<file path="src/rtl/gbus_ahb_master_pkg.sv">
// Shared AHB-Lite encodings and the state type used by the gbus-to-AHB bridge.
package ahb_pkg;

   typedef enum logic [1:0] {
      HT_IDLE   = 2'b00,
      HT_BUSY   = 2'b01,
      HT_NONSEQ = 2'b10,
      HT_SEQ    = 2'b11
   } htrans_t;

   typedef enum logic [2:0] {
      SZ_BYTE = 3'd0,
      SZ_HALF = 3'd1,
      SZ_WORD = 3'd2
   } hsize_t;

   localparam logic [2:0] HBURST_SINGLE = 3'b000;
   localparam logic [1:0] HRESP_OKAY    = 2'b00;
   localparam logic [1:0] HRESP_ERROR   = 2'b01;

   typedef enum logic [1:0] {
      S_IDLE,
      S_DATA,
      S_ERR2,
      S_LOCALERR
   } gbm_state_t;

endpackage

</file>
<file path="src/rtl/gbus_ahb_master_if.sv">
// AHB-Lite master/slave signal bundle.
interface ahb_if;
   logic [1:0]  HTRANS;
   logic        HWRITE;
   logic [31:0] HADDR;
   logic [2:0]  HSIZE;
   logic [2:0]  HBURST;
   logic [3:0]  HPROT;
   logic        HMASTLOCK;
   logic [31:0] HWDATA;
   logic        HREADY;
   logic [1:0]  HRESP;
   logic [31:0] HRDATA;

   modport ahb_m (
      output HTRANS, HWRITE, HADDR, HSIZE, HBURST, HPROT, HMASTLOCK, HWDATA,
      input  HREADY, HRESP, HRDATA
   );

   modport ahb_s (
      input  HTRANS, HWRITE, HADDR, HSIZE, HBURST, HPROT, HMASTLOCK, HWDATA,
      output HREADY, HRESP, HRDATA
   );
endinterface

</file>
<file path="src/rtl/gbus_ahb_size_decode.sv">
// Maps a byte-lane mask to AHB transfer size and the low address bits.
// Illegal masks report bad_be and decode as an aligned word access.
module gbus_ahb_size_decode
   import ahb_pkg::*;
(
   input  logic [3:0] byte_en,
   output hsize_t     hsize,
   output logic [1:0] addr_lo,
   output logic       bad_be
);

   always_comb begin
      hsize   = SZ_WORD;
      addr_lo = 2'b00;
      bad_be  = 1'b0;
      case (byte_en)
         4'b1111: begin hsize = SZ_WORD; addr_lo = 2'b00; end
         4'b0011: begin hsize = SZ_HALF; addr_lo = 2'b00; end
         4'b1100: begin hsize = SZ_HALF; addr_lo = 2'b10; end
         4'b0001: begin hsize = SZ_BYTE; addr_lo = 2'b00; end
         4'b0010: begin hsize = SZ_BYTE; addr_lo = 2'b01; end
         4'b0100: begin hsize = SZ_BYTE; addr_lo = 2'b10; end
         4'b1000: begin hsize = SZ_BYTE; addr_lo = 2'b11; end
         default: bad_be = 1'b1;
      endcase
   end

endmodule

</file>
<file path="src/rtl/gbus_ahb_master.sv">
// Bridges the core's generic memory request bus to single AHB-Lite transfers,
// one outstanding transfer at a time.
//
//   state      | meaning
//   -----------+------------------------------------------------------------
//   S_IDLE     | no transfer in flight; address phase driven when requested
//   S_DATA     | data phase of the issued transfer, waiting on HREADY
//   S_ERR2     | first ERROR cycle seen; finishing the two-cycle response
//   S_LOCALERR | illegal byte_en rejected without touching the bus
module gbus_ahb_master
   import ahb_pkg::*;
#(
   parameter logic [3:0] HPROT_VAL     = 4'b0011,
   parameter bit         ERR_ON_BAD_BE = 1'b1
) (
   input  logic        CLK,
   input  logic        nRST,
   input  logic [31:0] addr,
   input  logic [31:0] wdata,
   input  logic        ren,
   input  logic        wen,
   input  logic [3:0]  byte_en,
   output logic [31:0] rdata,
   output logic        busy,
   output logic        error,
   ahb_if.ahb_m        ahb
);

   gbm_state_t  state, state_nxt;
   logic [31:0] hwdata_q, rdata_q;
   hsize_t      dec_size;
   logic [1:0]  dec_lo;
   logic        dec_bad;
   logic        req, local_err, resp_err;
   logic        capture, rdata_load, rdata_clr;

   gbus_ahb_size_decode u_size_decode (
      .byte_en (byte_en),
      .hsize   (dec_size),
      .addr_lo (dec_lo),
      .bad_be  (dec_bad)
   );

   // Gating with nRST keeps the combinational address phase quiet while in reset.
   assign req       = (ren | wen) & nRST;
   assign local_err = dec_bad & ERR_ON_BAD_BE;
   assign resp_err  = |(ahb.HRESP & HRESP_ERROR);

   assign ahb.HBURST    = HBURST_SINGLE;
   assign ahb.HPROT     = HPROT_VAL;
   assign ahb.HMASTLOCK = 1'b0;
   assign ahb.HWDATA    = hwdata_q;

   always_ff @(posedge CLK or negedge nRST) begin
      if (!nRST) state <= S_IDLE;
      else       state <= state_nxt;
   end

   always_comb begin
      state_nxt  = state;
      ahb.HTRANS = HT_IDLE;
      ahb.HWRITE = 1'b0;
      ahb.HADDR  = 32'h0;
      ahb.HSIZE  = SZ_BYTE;
      busy       = 1'b1;
      error      = 1'b0;
      rdata      = rdata_q;
      capture    = 1'b0;
      rdata_load = 1'b0;
      rdata_clr  = 1'b0;
      case (state)
         S_IDLE: begin
            if (req) begin
               if (local_err) begin
                  state_nxt = S_LOCALERR;
               end else begin
                  ahb.HTRANS = HT_NONSEQ;
                  ahb.HWRITE = wen;
                  ahb.HADDR  = {addr[31:2], dec_lo};
                  ahb.HSIZE  = dec_size;
                  if (ahb.HREADY) begin
                     capture   = 1'b1;
                     state_nxt = S_DATA;
                  end
               end
            end
         end
         S_DATA: begin
            if (resp_err) begin
               // A slave that jumps straight to HREADY=1 with ERROR still ends the transfer.
               if (ahb.HREADY) begin
                  busy      = 1'b0;
                  error     = 1'b1;
                  rdata     = 32'h0;
                  rdata_clr = 1'b1;
                  state_nxt = S_IDLE;
               end else begin
                  state_nxt = S_ERR2;
               end
            end else if (ahb.HREADY) begin
               busy       = 1'b0;
               rdata      = ahb.HRDATA;
               rdata_load = 1'b1;
               state_nxt  = S_IDLE;
            end
         end
         S_ERR2: begin
            if (ahb.HREADY) begin
               busy      = 1'b0;
               error     = 1'b1;
               rdata     = 32'h0;
               rdata_clr = 1'b1;
               state_nxt = S_IDLE;
            end
         end
         S_LOCALERR: begin
            busy      = 1'b0;
            error     = 1'b1;
            rdata     = 32'h0;
            rdata_clr = 1'b1;
            state_nxt = S_IDLE;
         end
         default: state_nxt = S_IDLE;
      endcase
   end

   always_ff @(posedge CLK or negedge nRST) begin
      if (!nRST) begin
         hwdata_q <= 32'h0;
         rdata_q  <= 32'h0;
      end else begin
         if (capture) hwdata_q <= wdata;
         if (rdata_load)     rdata_q <= ahb.HRDATA;
         else if (rdata_clr) rdata_q <= 32'h0;
      end
   end

endmodule
</file>
<file path="src/flat_wrapper.sv">
// flat-port wrapper written by rule: the top's interface ports become plain ports
module gbus_ahb_master_flat import ahb_pkg::*;
#(
   parameter logic [3:0] HPROT_VAL     = 4'b0011,
   parameter bit         ERR_ON_BAD_BE = 1'b1
)
  (CLK, nRST, addr, wdata, ren, wen, byte_en, rdata, busy, error, ahb_HTRANS, ahb_HWRITE, ahb_HADDR, ahb_HSIZE, ahb_HBURST, ahb_HPROT, ahb_HMASTLOCK, ahb_HWDATA, ahb_HREADY, ahb_HRESP, ahb_HRDATA);
  ahb_if ahb_i ();
  input  logic CLK;
  input  logic nRST;
  input  logic [31:0] addr;
  input  logic [31:0] wdata;
  input  logic ren;
  input  logic wen;
  input  logic [3:0] byte_en;
  output logic [31:0] rdata;
  output logic busy;
  output logic error;
  output wire logic [$bits(ahb_i.HTRANS)-1:0] ahb_HTRANS;
  output wire logic [$bits(ahb_i.HWRITE)-1:0] ahb_HWRITE;
  output wire logic [$bits(ahb_i.HADDR)-1:0] ahb_HADDR;
  output wire logic [$bits(ahb_i.HSIZE)-1:0] ahb_HSIZE;
  output wire logic [$bits(ahb_i.HBURST)-1:0] ahb_HBURST;
  output wire logic [$bits(ahb_i.HPROT)-1:0] ahb_HPROT;
  output wire logic [$bits(ahb_i.HMASTLOCK)-1:0] ahb_HMASTLOCK;
  output wire logic [$bits(ahb_i.HWDATA)-1:0] ahb_HWDATA;
  input wire logic [$bits(ahb_i.HREADY)-1:0] ahb_HREADY;
  input wire logic [$bits(ahb_i.HRESP)-1:0] ahb_HRESP;
  input wire logic [$bits(ahb_i.HRDATA)-1:0] ahb_HRDATA;
  assign ahb_HTRANS = ahb_i.HTRANS;
  assign ahb_HWRITE = ahb_i.HWRITE;
  assign ahb_HADDR = ahb_i.HADDR;
  assign ahb_HSIZE = ahb_i.HSIZE;
  assign ahb_HBURST = ahb_i.HBURST;
  assign ahb_HPROT = ahb_i.HPROT;
  assign ahb_HMASTLOCK = ahb_i.HMASTLOCK;
  assign ahb_HWDATA = ahb_i.HWDATA;
  assign ahb_i.HREADY = ahb_HREADY;
  assign ahb_i.HRESP = ahb_HRESP;
  assign ahb_i.HRDATA = ahb_HRDATA;
  gbus_ahb_master #(.HPROT_VAL(HPROT_VAL), .ERR_ON_BAD_BE(ERR_ON_BAD_BE)) u_core (.CLK(CLK), .nRST(nRST), .addr(addr), .wdata(wdata), .ren(ren), .wen(wen), .byte_en(byte_en), .rdata(rdata), .busy(busy), .error(error), .ahb(ahb_i));
endmodule
</file>
<file path="config.mk">
export PLATFORM = sky130hd
export DESIGN_NAME = gbus_ahb_master_flat
export DESIGN_NICKNAME = d
export VERILOG_FILES = /design/src/rtl/gbus_ahb_master_pkg.sv /design/src/rtl/gbus_ahb_master_if.sv /design/src/rtl/gbus_ahb_size_decode.sv /design/src/rtl/gbus_ahb_master.sv /design/src/flat_wrapper.sv
export SDC_FILE = /design/constraint.sdc
export NUM_CORES = 1
export LEC_CHECK = 0
export CORE_AREA = 3 3 99 101
export CTS_CLUSTER_DIAMETER = 150
export DETAILED_ROUTE_END_ITERATION = 12
export DIE_AREA = 0 0 102 104
export HOLD_SLACK_MARGIN = 0.12
export PLACE_DENSITY = 0.89
export SKIP_LAST_GASP = 1
export SLEW_MARGIN = 20
export SYNTH_ARGS = -nofsm -noshare
export SYNTH_HDL_FRONTEND = slang
export SYNTH_HIERARCHICAL = 1
export SYNTH_SLANG_ARGS = --single-unit
</file>
<file path="constraint.sdc">
create_clock -name CLK -period 3.05 [get_ports CLK]
set_input_delay 0.61 -clock CLK [delete_from_list [all_inputs] [get_ports CLK]]
set_output_delay 0.61 -clock CLK [all_outputs]
set_load 0.01 [all_outputs]
</file>
==> out/results.tsv <==
metric	value	unit
ys_ff_latch	66	
postSynth.asyncResetShare	100.0	%
grt_max_degree	67	
clk_latency	0.33	ns
h-tree-depth	3	
portBuffers	205	
clk_path_buf_depth	2	
crit_path_max_fanout	37	
final_util	65.30	%
layout.cells.most_common_list	clkdlybuf4s50_1, nand2_1, dfrtp_1, and2_1	
rsz0062_at_grt	true	
fp.coreArea	9109	sq um
syn2layout_area_growth	66.75	%
ir_worst_vdd	0.5075	mV
cts_num_sinks	66	
io_pins	219	
clkPwrFrac	17.7	%
crit_path_end_kind	output port	
maxCapViolations	0	
violations	negative setup slack	
num_antenna_cells	0	
path_class	input port to output port	
crit_start	byte_en[2]	
fin_ws	-0.04697	ns
cts.clk_slew.worst_paths	0.07	ns
grt_pass1_wl	17560	um
r2r-start	u_core/state[0]	
synthesis.instances	346	
cts_tree	done	
setup_viol	27	
combinationalPowerShare	49.7	%
yosysWarnings	6	
cts_inserted_buffers	9	
synthFlopType	dfrtp_1	
hold_viol	0	
tightestPinTransition	0.8156	ns
period_share	101.5	%
grt-ovfl-total	0	
final_common_cell	clkdlybuf4s50_1	
dieArea	10610	sq um
dpl.hpwl	8281	um
initialDrtViolationCount	150	
p_seq_share	32.6	%
antenna_found_initial	0	
drive_above_1_share	13.51	%
p_switching	1.543	mW
swShare	33.16	%
min_from	u_core/ahb.HWDATA[5]	
netlist_area	3567	sq um
die-height	104	um
synth_cell_type_count	40	
wl_per_cell	17.11	um
drc	0	
initial_utilization	39.16	%
nets	661	
arrival	2.49	ns
crit_required	2.44	ns
regArea	1652	sq um
num_vias	3402	
holdBufCountCts	0	
root_buffer	clkbuf_8	
drtAntennaViolNets	0	
fillers	705	
syn_area_per_cell	10.31	sq um
finalSetupTns	-0.6013	ns
drt_pass1_iterations	7	
synth_seq_area_share	46.30	%
via_per_inst	5.108	
wl	11400	um
multiInputGateArea	1725	sq um
grt_pass1_vias	3498	
min_period	3.097	ns
grt_usage	20.72	%
die_x	102	um
synth_edf_count	0	
max_freq	322.9	MHz
power_leakage	2.521	nW
p_per_area	782.1	nW/um^2
gp_congestion	0.7735	
hold_path_class	flip-flop to flip-flop	
final_max_slew_viol_count	0	
status	finished with violations	
maxSlewHeadroom	45.63	%
num_rows	35	
finClkSkew	0.01320	ns
startpoint_type	input port	
p_int	3.109	mW
power groups by stage:
| stage | Clock, mW | Combinational (mW) | Sequential, mW |
|---|---|---|---|
| 2_1_floorplan | 0 | 0.969 | 1.58 |
| 3_3_place_gp | 0 | 2.21 | 1.49 |
| 3_5_place_dp | 0 | 2.28 | 1.53 |
| 4_1_cts | 0.849 | 2.29 | 1.51 |
| 5_1_grt | 0.890 | 2.50 | 1.57 |
| 6_report | 0.825 | 2.31 | 1.52 |
worst max-delay path, stage by stage:
cell and delay [ns]:
clkdlybuf4s50_1 0.44, nor2_2 0.14, o21a_1 0.18, a211oi_2 0.07
nor2_2 0.16, buf_12 0.18, and2_1 0.16, clkdlybuf4s50_1 0.54
sequential cells by signal (all words and copies together) (netlist names):
register	cells
u_core/ahb.HWDATA	32
u_core/rdata_q	32
u_core/state	2
synth_stat cells (all sizes together), types with 2 or more instances:
| cell type | n | area, sq um |
|---|---|---|
| nor2 | 6 | 25.03 |
| ha | 4 | 50.05 |
| a22o | 32 | 280.3 |
| inv | 4 | 15.01 |
| o21ai | 4 | 20.02 |
| o31ai | 32 | 240.2 |
| clkbuf | 16 | 61.30 |
| conb | 3 | 11.26 |
| dfrtp | 66 | 1652 |
| and3 | 2 | 12.51 |
| nand2 | 66 | 247.7 |
| mux2 | 32 | 360.3 |
| nor3 | 3 | 31.28 |
| and2 | 37 | 234.0 |
| buf | 23 | 186.4 |
through the flow:
stage               area (sq um)  power (mW)  hold slack (ns)  cells  worst slack, ns
floorplan                   3593       2.547           0.3144    353           0.6293
global placement            5680       3.699           0.4669    646          -0.1010
detailed placement          5680       3.802           0.4798    646          -0.2165
CTS                         5909       4.649           0.4961    663         -0.06435
global route                5948       4.957           0.5158    666          -0.1581
finish                      5948       4.652           0.4917    666         -0.04697
per-layer routing:
layer,global-route usage [%],share of wire [%],vias to the layer above
met4,6.748,2.1,0
met5,0,0,-
met1,24.06,38,1600
li1,-,-,1601
met3,7.713,9.7,23
met2,34.91,51,178
cell families after synthesis:
family | Yosys count | synth area share, %
other | 3 | 0.3157
muxes | 33 | 10.38
AOI/OAI and AO/OA | 77 | 17.43
and+or+nand+nor | 119 | 16.56
buffers and inverters | 43 | 7.366
DFF | 66 | 46.30
xor gates and xnor gates | 1 | 0.2456
adders and majority gates | 4 | 1.403
layout make-up:
type                       instances  share of cell area, %
clock buffer                      11                  2.377
inverter                           4                 0.2524
timing repair buffer             222                  36.83
clock inverter                     5                  1.430
tap                              111                  2.335
multi-input combinational        247                  29.01
sequential                        66                  27.77
timing repair:
item	4_1_cts	5_1_grt
endpoints found under the hold margin	0	0
pin swaps	1	0
gates resized for setup	13	8
setup endpoints to repair	40	59
cloned	1	3
setup buffers	0	0
worst paths after layout:
kind | cells after the start | slack, ns | end
setup reg to reg | 6 | 0.90 | u_core/rdata_q[27]
hold reg to reg | 1 | 0.49 | u_core/ahb.HWDATA[5]
max in group asynchronous | 2 | 2.02 | u_core/ahb.HWDATA[12]
min in group asynchronous | 2 | 0.50 | u_core/rdata_q[17]
hold / removal | 1 | 0.49 | u_core/ahb.HWDATA[5]
setup / recovery | 8 | -0.05 | ahb_HADDR[24]
Power figures use the tool's default switching activity.
